--- src/rtl/id_pkg.sv ---
// Shared ID-stage definitions: funct3 codes, comparator selects, branch FSM states
// and the funct3 -> (sel, inv, legal) decode used by the branch controller.
package id_pkg;

  localparam int unsigned F3_W = 3;

  localparam logic [F3_W-1:0] F3_BEQ  = 3'b000;
  localparam logic [F3_W-1:0] F3_BNE  = 3'b001;
  localparam logic [F3_W-1:0] F3_BLT  = 3'b100;
  localparam logic [F3_W-1:0] F3_BGE  = 3'b101;
  localparam logic [F3_W-1:0] F3_BLTU = 3'b110;
  localparam logic [F3_W-1:0] F3_BGEU = 3'b111;

  typedef enum logic [2:0] {
    CMP_EQ  = 3'd0,
    CMP_NE  = 3'd1,
    CMP_LTU = 3'd2,
    CMP_LT  = 3'd3,
    CMP_GTU = 3'd4,
    CMP_GT  = 3'd5
  } cmp_sel_e;

  typedef enum logic [1:0] {
    IDLE     = 2'd0,
    WAIT     = 2'd1,
    REDIRECT = 2'd2
  } br_state_e;

  typedef struct packed {
    logic     legal;
    logic     inv;
    cmp_sel_e sel;
  } br_dec_t;

  // GE forms reuse the LT comparators with the result inverted.
  function automatic br_dec_t decode_funct3(input logic [F3_W-1:0] f3);
    br_dec_t d;
    d.legal = 1'b1;
    d.inv   = 1'b0;
    d.sel   = CMP_EQ;
    case (f3)
      F3_BEQ:  d.sel = CMP_EQ;
      F3_BNE:  d.sel = CMP_NE;
      F3_BLT:  d.sel = CMP_LT;
      F3_BGE:  begin d.sel = CMP_LT;  d.inv = 1'b1; end
      F3_BLTU: d.sel = CMP_LTU;
      F3_BGEU: begin d.sel = CMP_LTU; d.inv = 1'b1; end
      default: d.legal = 1'b0;
    endcase
    return d;
  endfunction

endpackage

--- src/rtl/comparison_unit.sv ---
// Operand comparator for branch resolution.
// Ports: a, b - operands; sel - comparison select; flag - comparison result.
module comparison_unit
  import id_pkg::*;
#(
  parameter int unsigned XLEN = 32
) (
  input  logic [XLEN-1:0] a,
  input  logic [XLEN-1:0] b,
  input  cmp_sel_e        sel,
  output logic            flag
);

  always_comb begin
    flag = 1'b0;
    case (sel)
      CMP_EQ:  flag = (a == b);
      CMP_NE:  flag = (a != b);
      CMP_LTU: flag = (a < b);
      CMP_LT:  flag = ($signed(a) < $signed(b));
      CMP_GTU: flag = (a > b);
      CMP_GT:  flag = ($signed(a) > $signed(b));
      default: flag = 1'b0;
    endcase
  end

endmodule

--- src/rtl/branch_resolve_ctrl.sv ---
// ID-stage branch/jump controller: resolves conditional branches and jumps,
// issues a held redirect to IF with valid/ready, stalls ID while waiting,
// and keeps saturating branch statistics.
// Ports: clk/rst_n; br_* instruction info; pc/imm/rs1_data/rs2_data datapath;
//   opnd_ready, kill, redirect_ready control in; redirect_valid/redirect_pc,
//   flush_if, stall_id, br_done, illegal_br, misalign_err, br_cnt, taken_cnt out.
module branch_resolve_ctrl
  import id_pkg::*;
#(
  parameter int unsigned XLEN        = 32,
  parameter int unsigned CNT_W       = 16,
  parameter bit          CHECK_ALIGN = 1'b1
) (
  input  logic             clk,
  input  logic             rst_n,
  input  logic             br_valid,
  input  logic             br_is_jal,
  input  logic             br_is_jalr,
  input  logic [2:0]       br_funct3,
  input  logic [XLEN-1:0]  pc,
  input  logic [XLEN-1:0]  imm,
  input  logic [XLEN-1:0]  rs1_data,
  input  logic [XLEN-1:0]  rs2_data,
  input  logic             opnd_ready,
  input  logic             kill,
  input  logic             redirect_ready,
  output logic             redirect_valid,
  output logic [XLEN-1:0]  redirect_pc,
  output logic             flush_if,
  output logic             stall_id,
  output logic             br_done,
  output logic             illegal_br,
  output logic             misalign_err,
  output logic [CNT_W-1:0] br_cnt,
  output logic [CNT_W-1:0] taken_cnt
);

  localparam logic [CNT_W-1:0] CNT_MAX = '1;

  br_state_e        state_q, state_d;
  logic             redirect_valid_q, redirect_valid_d;
  logic [XLEN-1:0]  redirect_pc_q, redirect_pc_d;
  logic             br_done_q, br_done_d;
  logic             illegal_q, illegal_d;
  logic             misalign_q, misalign_d;
  logic [CNT_W-1:0] br_cnt_q, br_cnt_d;
  logic [CNT_W-1:0] taken_cnt_q, taken_cnt_d;

  br_dec_t         dec_c;
  logic            cmp_flag;
  logic            is_cond_c;
  logic            resolve_c;
  logic            cond_taken_c;
  logic            taken_raw_c;
  logic            taken_c;
  logic            misalign_c;
  logic [XLEN-1:0] sum_c;
  logic [XLEN-1:0] target_c;

  assign dec_c = decode_funct3(br_funct3);

  comparison_unit #(.XLEN(XLEN)) u_cmp (
    .a    (rs1_data),
    .b    (rs2_data),
    .sel  (dec_c.sel),
    .flag (cmp_flag)
  );

  // Decision and target for the instruction currently in ID.
  always_comb begin
    is_cond_c    = ~br_is_jal & ~br_is_jalr;
    resolve_c    = ((state_q == IDLE) || (state_q == WAIT)) & br_valid & opnd_ready & ~kill;
    cond_taken_c = is_cond_c & dec_c.legal & (cmp_flag ^ dec_c.inv);
    taken_raw_c  = br_is_jal | br_is_jalr | cond_taken_c;
    sum_c        = (br_is_jalr ? rs1_data : pc) + imm;
    target_c     = br_is_jalr ? {sum_c[XLEN-1:1], 1'b0} : sum_c;
    misalign_c   = CHECK_ALIGN & taken_raw_c & target_c[1];
    taken_c      = taken_raw_c & ~misalign_c;
  end

  // Next-state, pulses and statistics.
  always_comb begin
    state_d       = state_q;
    redirect_pc_d = redirect_pc_q;
    br_done_d     = 1'b0;
    illegal_d     = 1'b0;
    misalign_d    = 1'b0;
    br_cnt_d      = br_cnt_q;
    taken_cnt_d   = taken_cnt_q;

    case (state_q)
      IDLE, WAIT: begin
        if (resolve_c) begin
          state_d = taken_c ? REDIRECT : IDLE;
        end else if (br_valid & ~opnd_ready) begin
          state_d = WAIT;
        end else begin
          state_d = IDLE;
        end
      end
      REDIRECT: if (redirect_ready) state_d = IDLE;
      default:  state_d = IDLE;
    endcase
    if (kill) state_d = IDLE;

    if (resolve_c) begin
      redirect_pc_d = target_c;
      br_done_d     = 1'b1;
      illegal_d     = is_cond_c & ~dec_c.legal;
      misalign_d    = misalign_c;
      if (is_cond_c) begin
        if (br_cnt_q != CNT_MAX) br_cnt_d = br_cnt_q + CNT_W'(1);
        if (taken_c && (taken_cnt_q != CNT_MAX)) taken_cnt_d = taken_cnt_q + CNT_W'(1);
      end
    end

    redirect_valid_d = (state_d == REDIRECT);
  end

  always_ff @(posedge clk or negedge rst_n) begin
    if (!rst_n) begin
      state_q          <= IDLE;
      redirect_valid_q <= 1'b0;
      redirect_pc_q    <= '0;
      br_done_q        <= 1'b0;
      illegal_q        <= 1'b0;
      misalign_q       <= 1'b0;
      br_cnt_q         <= '0;
      taken_cnt_q      <= '0;
    end else begin
      state_q          <= state_d;
      redirect_valid_q <= redirect_valid_d;
      redirect_pc_q    <= redirect_pc_d;
      br_done_q        <= br_done_d;
      illegal_q        <= illegal_d;
      misalign_q       <= misalign_d;
      br_cnt_q         <= br_cnt_d;
      taken_cnt_q      <= taken_cnt_d;
    end
  end

  // Stall while waiting on operands or while a redirect is outstanding; the
  // resolve cycle itself releases ID so the branch is consumed exactly once.
  assign stall_id = (state_q == REDIRECT) | (br_valid & ~opnd_ready);
  assign flush_if = redirect_valid_q & redirect_ready & ~kill;

  assign redirect_valid = redirect_valid_q;
  assign redirect_pc    = redirect_pc_q;
  assign br_done        = br_done_q;
  assign illegal_br     = illegal_q;
  assign misalign_err   = misalign_q;
  assign br_cnt         = br_cnt_q;
  assign taken_cnt      = taken_cnt_q;

endmodule

--- config.mk ---
export PLATFORM = sky130hd
export DESIGN_NAME = branch_resolve_ctrl
export DESIGN_NICKNAME = d
export VERILOG_FILES = /design/src/rtl/id_pkg.sv /design/src/rtl/comparison_unit.sv /design/src/rtl/branch_resolve_ctrl.sv
export SDC_FILE = /design/constraint.sdc
export NUM_CORES = 1
export LEC_CHECK = 0
export ABC_AREA = 1
export CORE_MARGIN = 2
export CORE_UTILIZATION = 45
export DETAILED_ROUTE_END_ITERATION = 6
export PLACE_DENSITY = 0.8
export SLEW_MARGIN = 30
export SYNTH_ARGS = -nofsm -noshare
export SYNTH_HDL_FRONTEND = slang
export SYNTH_SLANG_ARGS = --single-unit
--- constraint.sdc ---
create_clock -name clk -period 2.41 [get_ports clk]
set_input_delay 0.723 -clock clk [delete_from_list [all_inputs] [get_ports clk]]
set_output_delay 0.723 -clock clk [all_outputs]
set_load 0.02 [all_outputs]
# After elaboration in Yosys (flattened, before gate mapping)
# Index checks and enable logic that the tools add are counted.
op_classes:
  n_addsub: 3
  magnitude_cmp: 4
  eq_ne: 17
  n_mux: 15
  bitwise_logic: 22
  reduce_logical: 12
op_table:
  columns: ["op", "n"]
  rows:
  - ["$gt A32 B32 Y1", 2]
  - ["$lt A32 B32 Y1", 2]
  - ["$add A16 B1 Y16 const B", 2]
  - ["$add A32 B32 Y32", 1]
  - ["$eq A32 B32 Y1", 1]
  - ["$mux W32", 1]
  - ["$ne A16 B16 Y1 const B", 2]
  - ["$ne A32 B32 Y1", 1]
  - ["$and A1 B1 Y1", 12]
  - ["$eq A3 B3 Y1 const B", 4]
  - ["$eq A2 B2 Y1 const B", 4]
  - ["$mux W2", 4]
  - ["$reduce_or A2 Y1", 4]
  - ["$mux W1", 7]
  - ["$eq A2 B3 Y1 const B", 2]
  - ["$logic_not A3 Y1", 2]
  - ["$not A1 Y1", 6]
  - ["$pmux W1 S6", 1]
  - ["$pmux W2 S3", 1]
  - ["$reduce_and A3 Y1", 2]
  - ["$reduce_or A6 Y1", 1]
  - ["$eq A2 B1 Y1 const B", 2]
  - ["$pmux W2 S2", 1]
  - ["$eq A3 B1 Y1 const B", 1]
  - ["other kinds (5)", 7]
totals:
  ff_bits: 70
  input_bits: 139
  elab_cells: 81

# Longest topological paths before layout
logic_depth:
  depth_word: 16
  depth_mapped: 23
  ltp_nobuf: 22

# By module
# Synthesis repeated with hierarchy kept, for this count alone.
hier_totals:
  hier_cells: 1150
  area_unflattened_um2: 7019.2
by_module_without_submodules:
  columns: ["module", "n_inst", "cells_each", "area_each_um2", "seq_area_each_um2"]
  rows:
  - ["branch_resolve_ctrl", 1, 983, 6040.8, 1751.7]
  - ["comparison_unit", 1, 167, 978.4, 0.0]

# Worst setup path before layout
# No wires, ideal clock.
synth_path:
  path_kind: "input port to flip-flop"
  start: "input br_is_jalr"
  end: "register redirect_pc_q[24], in the netlist redirect_pc[24]"
  setup_time_ns: 0.117
  t_arrival_ns: 3.033
  setup_slack_ns: -0.740
  path_stages: 14
  n_path_buf: 2
  cell_sequence: "clkbuf_1 > buf_1 > o21ai_0 > fa_1 > o21ai_2 > a21oi_2 > o21bai_2 > a21boi_1 > o21ai_1 > nand2_1 > o21ai_0 > nand2_1 > nand3_1 > nand2_1"
synth_between:
  elab_chain_len: 2
synth_rtl:
  columns: ["item", "line_no", "text"]
  rows:
  - ["from (decl)", "branch_resolve_ctrl.sv:18", "input logic br_is_jalr,"]
  - ["$mux W32", "branch_resolve_ctrl.sv:75", "sum_c = (br_is_jalr ? rs1_data : pc) + imm;"]
  - ["$add A32 B32 Y32", "branch_resolve_ctrl.sv:75", null]
  - ["to (signal assigned)", "branch_resolve_ctrl.sv:133", "redirect_pc_q <= redirect_pc_d;"]
  - ["to (decl)", "branch_resolve_ctrl.sv:42", "logic [XLEN-1:0] redirect_pc_q, redirect_pc_d;"]
# Every way passes these cells.
# A chain may end at the register's enable or synchronous reset.

# Final worst setup path
layout_path:
  start: "input br_is_jalr"
  end: "register redirect_pc_q[27], in the netlist redirect_pc[27]"
# Same word-level chain as after synthesis.

==> metrics.sh <==
FINAL_LAYOUT_SIZE_SUFFIX_GT1_SHARE_PCT=46.02
DIEAREA_UM2=14260
PLACE_HPWL_UM=15100
LAYOUT.FILLER_CELLS=536
INITIAL_UTILIZATION_PCT=45.62
DRT_FIRST_ITER_VIOLATIONS=1029
FLOORPLAN.CORE_AREA_UM2=13140
ROUTEDLENGTHMET1_UM=10850
DIEWIDTH_UM=119.4
SYNTH_TOP_AREA_SHARE_PCT=29.23
FIN_CRIT_NS=3.035
FINAL_MIN_PERIOD_OVER_CLOCK_PERIOD_PCT=125.9
HTREE_LEVELS=3
PLACE.PORT_BUFFERS=208
CTSLONGESTPATHBUFFERS=2
SLOWEST_DELAY_NS=0.31
IO_PINS=209
CRITPATHREQUIREDTIME_NS=2.63
WORST_PATH_DOMINANT_CELL_FAMILY='simple AND/OR/NAND/NOR gates'
ROUTED_WIRE_LENGTH_PER_INSTANCE_UM=23.02
GRT-OVFL-TOTAL=0
REPORT.FINAL.HOLD_VIOL_COUNT=0
NUMCLOCKSINKS=70
GRT_USE_TOTAL_PCT=34.96
IR_WORST_VDD_uV=300.5
DETAIL_ROUTE.WIRELENGTH_UM=32710
AREA_POST_PLACEMENT_UM2=9359
WORST_SLEW_PIN_SLEW_NS=0.7081
REG2REG_SLACK_NS=0.33
TIMING.HOLD.WS_NS=0.4073
CLK-INSERTION-DELAY-LATE_NS=0.34
SYNTH_WARNINGS=0
MAX_FREQ_MHz=329.5
OUTCOME='complete, but fails checks'
REPORT.FINAL.SLEW_VIOL_COUNT=0
AVGSYNTHCELLAREA_UM2=6.985
SYNTH-MAIN-FF-CELL='dfrtp_1'
POWER-PER-CELL-AREA_nW_PER_UM2=541.8
LAYOUT.CELLS.MOST_COMMON='nand2_1'
VIOLATED_CHECKS='design-rule violations, negative setup slack'
NUMBER_OF_DIFFERENT_LIBRARY_CELLS_IN_THE_POST_SYNTHESIS_NETLIST=45
FIRSTDRTPASSITERS=7
CTS_BUF_COUNT=9
MOSTFREQUENTLAYOUTCELLS='nand2_1 (205), buf_4 (152), clkdlybuf4s50_1 (108)'
PIN_COUNT_OF_THE_BIGGEST_NET_ENTERING_GLOBAL_ROUTING=71
MAX-CAP-VIOLATIONS=0
CRIT_SLOWEST_CELL='nor2_1'
NETS=1445
CRITPATHKIND='input port to flip-flop'
POSTSYNTHCELLCOUNT=858
LAYOUT_SETUP_WS_NS=-0.6250
TIMING.MAX_SLEW.REL_SLACK_PCT=52.43
NUMBER_OF_GLOBAL_ROUTE_VIAS_BEFORE_REPAIR=8076
POSTSYNTH.ASYNCRESETSHARE_PCT=100.0
LAYOUT_AREA_OVERHEAD_PCT=95.16
LAYOUT.CELL_AREA.NON_FILLER_UM2=11700
AREA_OF_THE_MAPPED_NETLIST_UM2=5993
CTS_TREE='done'
PATH_CLK_SLEW_NS=0.06
BUFFER_AND_INVERTER_COUNT_ON_THE_WORST_PATH=4
DR.MAX_LAYER_USED='met4'
SETUP_VIOL=45
POST-ROUTE-DRC-COUNT=11
ROWS=42
STARTPOINT_TYPE='input port'
WORST_CLOCK_SKEW_NS=0.007420
TOTAL_VIA_COUNT_IN_THE_ROUTED_DESIGN=8708
MAPPEDNETLISTNETS=1063
SYNTH_TOP_CELL_BY_AREA='dfrtp_1'
STATIC-LEAKAGE-POWER_nW=5.678
WIRE_LENGTH_OF_THE_FIRST_GLOBAL_ROUTING_PASS_UM=39980
VIASPERCELL=6.128
ROUTE.ANTENNA.REMAINING_NETS=0
ENDPOINT_KIND='flip-flop'
CRITPATHARRIVALTIME_NS=3.26
POST_SYNTH_MAIN_AREA_CONTRIBUTORS='dfrtp_1 (29%), nand2_1 (19%), ha_1 (14%)'
ROUTE.MET3.WL_UM=3670
POST_CTS_HOLD_BUFFER_COUNT=0
YS_SEQ_ELEMENTS=70
MIN_PATH_TYPE='input port to asynchronous set/reset pin'
DIE_Y_UM=119.4
ANTENNA-DIODE-COUNT=0
GLOBALPLACE.CONGESTION=0.9220
NUMBER_OF_ANTENNA_VIOLATIONS_AT_THE_FIRST_CHECK_IN_GLOBAL_ROUTING=0
RSZ0062_AT_GRT='yes'
CLK_ROOT_BUFFER_CELL='clkbuf_16'
CRITICAL_PATH.CELL_CHAIN='buf_12 > inv_12 > clkbuf_16 > nand2_1 > nand2_2 > ha_4 > a21oi_4 > buf_4 > o21a_1 > nor2_1 > nor2_1 > nand3_4 > a21o_1 > or2_1 > nand3_1 > nand2_1'
SYNTH_EDF_COUNT=0
YS_SEQ_AREA_SHARE_PCT=29.23
MET2ROUTEDLENGTH_UM=14800
TIMING.CRITICAL_PATH.FANOUT_MAX=7
## metal layers
layer | up-vias | GRT usage [%]
met5 | - | 0
met4 | 0 | 19.34
met3 | 336 | 7.615
met2 | 887 | 61.03
met1 | 3946 | 39.58
li1 | 3539 | -
## cell usage after synthesis, types with 2 or more instances
| master | instances |
|---|---|
| buf_6 | 2 |
| or2_1 | 2 |
| o21bai_2 | 2 |
| nor4_1 | 6 |
| nor2_2 | 3 |
| a21oi_1 | 52 |
| xor2_1 | 30 |
| dfrtp_1 | 70 |
| nand3_1 | 39 |
| a21oi_2 | 2 |
| a21o_1 | 4 |
| o211ai_1 | 2 |
| or2_2 | 7 |
| o21bai_1 | 3 |
| nor2_4 | 3 |
| ha_1 | 65 |
| clkbuf_1 | 12 |
| nor2_1 | 45 |
| nand3_2 | 3 |
| xnor2_1 | 17 |
| o21ai_0 | 41 |
| inv_1 | 92 |
| nor3_1 | 11 |
| nand2_1 | 307 |
| o211ai_2 | 2 |
| nand4_1 | 8 |
| o21ai_1 | 5 |
| nand2_4 | 2 |
| o21a_1 | 4 |
| a21boi_0 | 2 |
## cell families (layout without fill, tap and decap cells)
| group | Yosys count | after routing | synth area share, % |
|---|---|---|---|
| simple gates | 439 | 439 | 30.86 |
| compound gates | 124 | 124 | 11.77 |
| buf+inv | 112 | 499 | 7.369 |
| flops | 70 | 70 | 29.23 |
| fa+ha+maj | 66 | 66 | 13.90 |
| xor+xnor | 47 | 47 | 6.868 |
## layout make-up
class / count / area, um2 / share of cell area, %
multi-input cells: 676 / 5542 / 47.38
well taps: 176 / 220.2 / 1.883
clock buffers: 11 / 252.7 / 2.161
inverters: 95 / 380.4 / 3.252
clock inverters: 5 / 105.1 / 0.8986
flip-flops and latches: 70 / 1752 / 14.98
repair buffers: 388 / 3445 / 29.45
## sequential cells by signal, summed over array words and instances, names as in the netlist
signal	flops
redirect_pc	32
br_cnt	16
taken_cnt	16
state_q	2
br_done	1
illegal_br	1
misalign_err	1
redirect_valid	1
## power by group
part	internal, W	switching, W	leakage [nW]	total, W
combinational	0.00154	0.00172	4.61	0.00325
clock	0.00107	0.000502	0.168	0.00157
sequential	0.00135	0.000159	0.902	0.00151
total	0.00396	0.00238	5.68	0.00634
## through the flow
step | TNS, ns | util, % | worst slack [ns] | cells | total power (W)
after global placement | -46.34 | 71.24 | -1.095 | 1349 | 0.003675
after global routing | -15.04 | 89.03 | -0.5898 | 1421 | 0.006541
final | -14.60 | 89.03 | -0.6250 | 1421 | 0.006337
after floorplan | -6.164 | - | -0.4183 | 858 | 0.002545
after detailed placement | -49.83 | 71.24 | -1.162 | 1349 | 0.003724
after CTS | -1.194 | 84.03 | -0.1770 | 1397 | 0.005711
## final timing paths
kind | from | end | depth (start not counted)
hold reg to reg | redirect_pc[29] | redirect_pc[29] | 2
setup reg to reg | br_cnt[0] | br_cnt[13] | 14
max in group asynchronous | rst_n | taken_cnt[9] | 2
setup / recovery | br_is_jalr | redirect_pc[27] | 16
hold / removal | rst_n | redirect_pc[4] | 2
min in group clk | redirect_pc[29] | redirect_pc[29] | 2
## timing repair
item                       in CTS  in global routing
cloned                          1                  4
pin swaps                     153                105
setup endpoints to repair      58                 51
resized for setup             429                207
buffers inserted               31                 21
## worst reg2reg max path, cell delays in order, from the launching register on
cell and delay [ns]:
dfrtp_1 0.42, ha_1 0.21, inv_1 0.07, nor2_1 0.05, nand3_1 0.10, nor3_1 0.08
nand3_1 0.11, nand2_4 0.08, nor2_4 0.10, nand3_2 0.10, nor2_4 0.13, nand2_2 0.09
nor3_4 0.16, nand3_1 0.11, xor2_1 0.15
(Power assumes the default switching activity.)
==> RTL change: new RTL, same settings <==
`CHECK_ALIGN`: 1'b1 -> 1'b0.
--- a/src/rtl/branch_resolve_ctrl.sv
+++ b/src/rtl/branch_resolve_ctrl.sv
@@ -10,5 +10,5 @@
   parameter int unsigned XLEN        = 32,
   parameter int unsigned CNT_W       = 16,
-  parameter bit          CHECK_ALIGN = 1'b1
+  parameter bit          CHECK_ALIGN = 1'b0
 ) (
   input  logic             clk,
Function: changed (a bounded check fails within 4 cycles, from zero or initial values and one cycle with rst_n low).
==> RTL change against the original RTL <==
  * The flow still finishes with violations (design-rule violations, negative setup slack)
  * Wire length shrank 11%
  * Non-clock buffer count fell by 24
  * Area after synthesis fell by 0.17%
  * Setup slack got worse by 0.022 ns
  * Sequential cell count shrank 1
  * Power fell by 9.4%
  * Critical path depth fell by 2
  * Design area is 3.8% lower
  * Critical endpoint is now redirect_pc[26]
==> RTL change: results (changes against the original RTL) <==
Run status
  • Violated checks: design-rule violations, negative setup slack
  • Status: complete, but fails checks

Cells and area
  • Fillers: 640 (+19%)

Logic synthesis
  • Yosys cell types: 42 (-6.7%)
  • Avg Synthesized Cell Area: 6.99 µm² (about the same)
  • Register area share after synthesis: 0.289 (-0.00369)
  • Syn nets: 1061 (-0.19%)
  • Commonest cells post-synth: nand2_1, inv_1, dfrtp_1, ha_1, nand3_1

Global routing
  • Largest net degree at the start of global routing: 70 (-1.4%)
  • First-pass GRT wire length: 39.0 mm (-2.4%)
  • Vias in the first global route: 7878 (-2.5%)

Placement
  • Placed insts: 1336 (-0.96%)
  • Setup WS pre-CTS: -1.16 ns (-0.00268 ns)
  • DPL Wire Length: 14.8 mm (-1.7%)
  • Post-DP Area: 9270 µm² (-0.91%)

Critical path
  • Reg2reg end: taken_cnt[6]
  • Flop2flop setup slack: 0.12 ns (-0.21 ns)
  • Worst Setup EP: redirect_pc[26]
  • Cells on worst reg2reg path: 11 (-3)
  • Worst R2R Start: taken_cnt[0]

STA
  • Hold WS: 0.413 ns (+0.00595 ns)
  • Worst setup margin: -0.647 ns (-0.0223 ns)
  • Setup violations, final: 43 (-4.4%)

Detailed routing
  • Routed Wire Length: 29.2 mm (-11%)
  • DRC viols: 9 (-2)

Power
  • Total leakage power: 0.00536 µW (-5.6%)
[RTL change: changes by cell type in the layout (fill, tap and decap cells not counted), moves of 7 or more]
| cell | change |
|---|---|
| nand3_2 | +12 |
| o21ai_0 | +7 |
| o21ai_1 | -7 |
| clkbuf_2 | -16 |
| inv_1 | -7 |
| xnor2_1 | +8 |
| buf_4 | -16 |
| dlymetal6s2s_1 | -7 |
| nand3_1 | +8 |
| dlygate4sd2_1 | +8 |
[RTL change: worst max-delay path, cell delays in order]
cell	delay [ns]
clkdlybuf4s50_1	0.56
ha_4	0.26
nand2_4	0.10
inv_2	0.04
a21oi_2	0.26
o21ai_1	0.17
nand2_1	0.20
nand3_2	0.13
nand2_1	0.12
o211ai_1	0.20
buf_4	0.20
or2_4	0.22
nand3_2	0.05
nand2_1	0.04
[RTL change: what timing repair did]
action                     CTS  global route
gates resized for setup    500           104
hold buffers                 0             0
buffers inserted            23            20
pin swaps                  181           114
gates cloned                 2             0
hold endpoints to repair     0             0
setup endpoints to repair   56            47
[RTL change: power groups by stage]
stage	Sequential, µW	Combinational, µW	Clock [µW]
2_1_floorplan	1670	838	0
3_3_place_gp	1480	2110	0
3_5_place_dp	1480	2150	0
4_1_cts	1470	2560	1240
5_1_grt	1500	3140	1290
6_report	1480	3040	1230
[RTL change: per-stage QoR]
stage               utilization  TNS [ns]
floorplan                     -     -5.91
global placement          0.706    -45.13
detailed placement        0.706    -48.52
CTS                       0.822     -1.00
global route              0.856    -11.15
finish                    0.856     -9.55
[RTL change: worst min path at each step]
stage                          start    endpoint  cells past startpoint
after CTS                      rst_n   br_cnt[7]                      2
after floorplan                rst_n   br_cnt[0]                      0
after detailed placement  state_q[1]  state_q[0]                      1
final                          rst_n   br_cnt[7]                      2
after global placement    state_q[1]  state_q[0]                      1
after global routing           rst_n   br_cnt[9]                      2
[RTL change: cells by family (layout without fill, tap and decap cells)]
family                     Yosys count  count (layout)  share of synthesized area
adders and majority gates           66              66                      0.139
other                                1               1                   0.000627
xor gates and xnor gates            46              46                     0.0673
and+or+nand+nor                    446             447                      0.317
buffers and inverters              106             468                     0.0696
DFF                                 69              69                      0.289
AOI/OAI and AO/OA                  122             122                      0.117
[RTL change: cell type report]
cell class	count	area [µm²]	area share
inverters	88	368	0.0327
flip-flops and latches	69	1730	0.153
multi-input cells	682	5430	0.483
repair buffers	364	3230	0.287
clock inverters	1	5.00	0.000445
clock buffers	15	268	0.0238
well taps	176	220	0.0196
[RTL change: layer usage]
metal  vias up  global-route usage  share of wire
met5         -                   0              0
met1      3773               0.386           0.35
met3       240              0.0642          0.094
met4         0               0.193          0.083
met2       698               0.609           0.47
li1       3504                   -              -
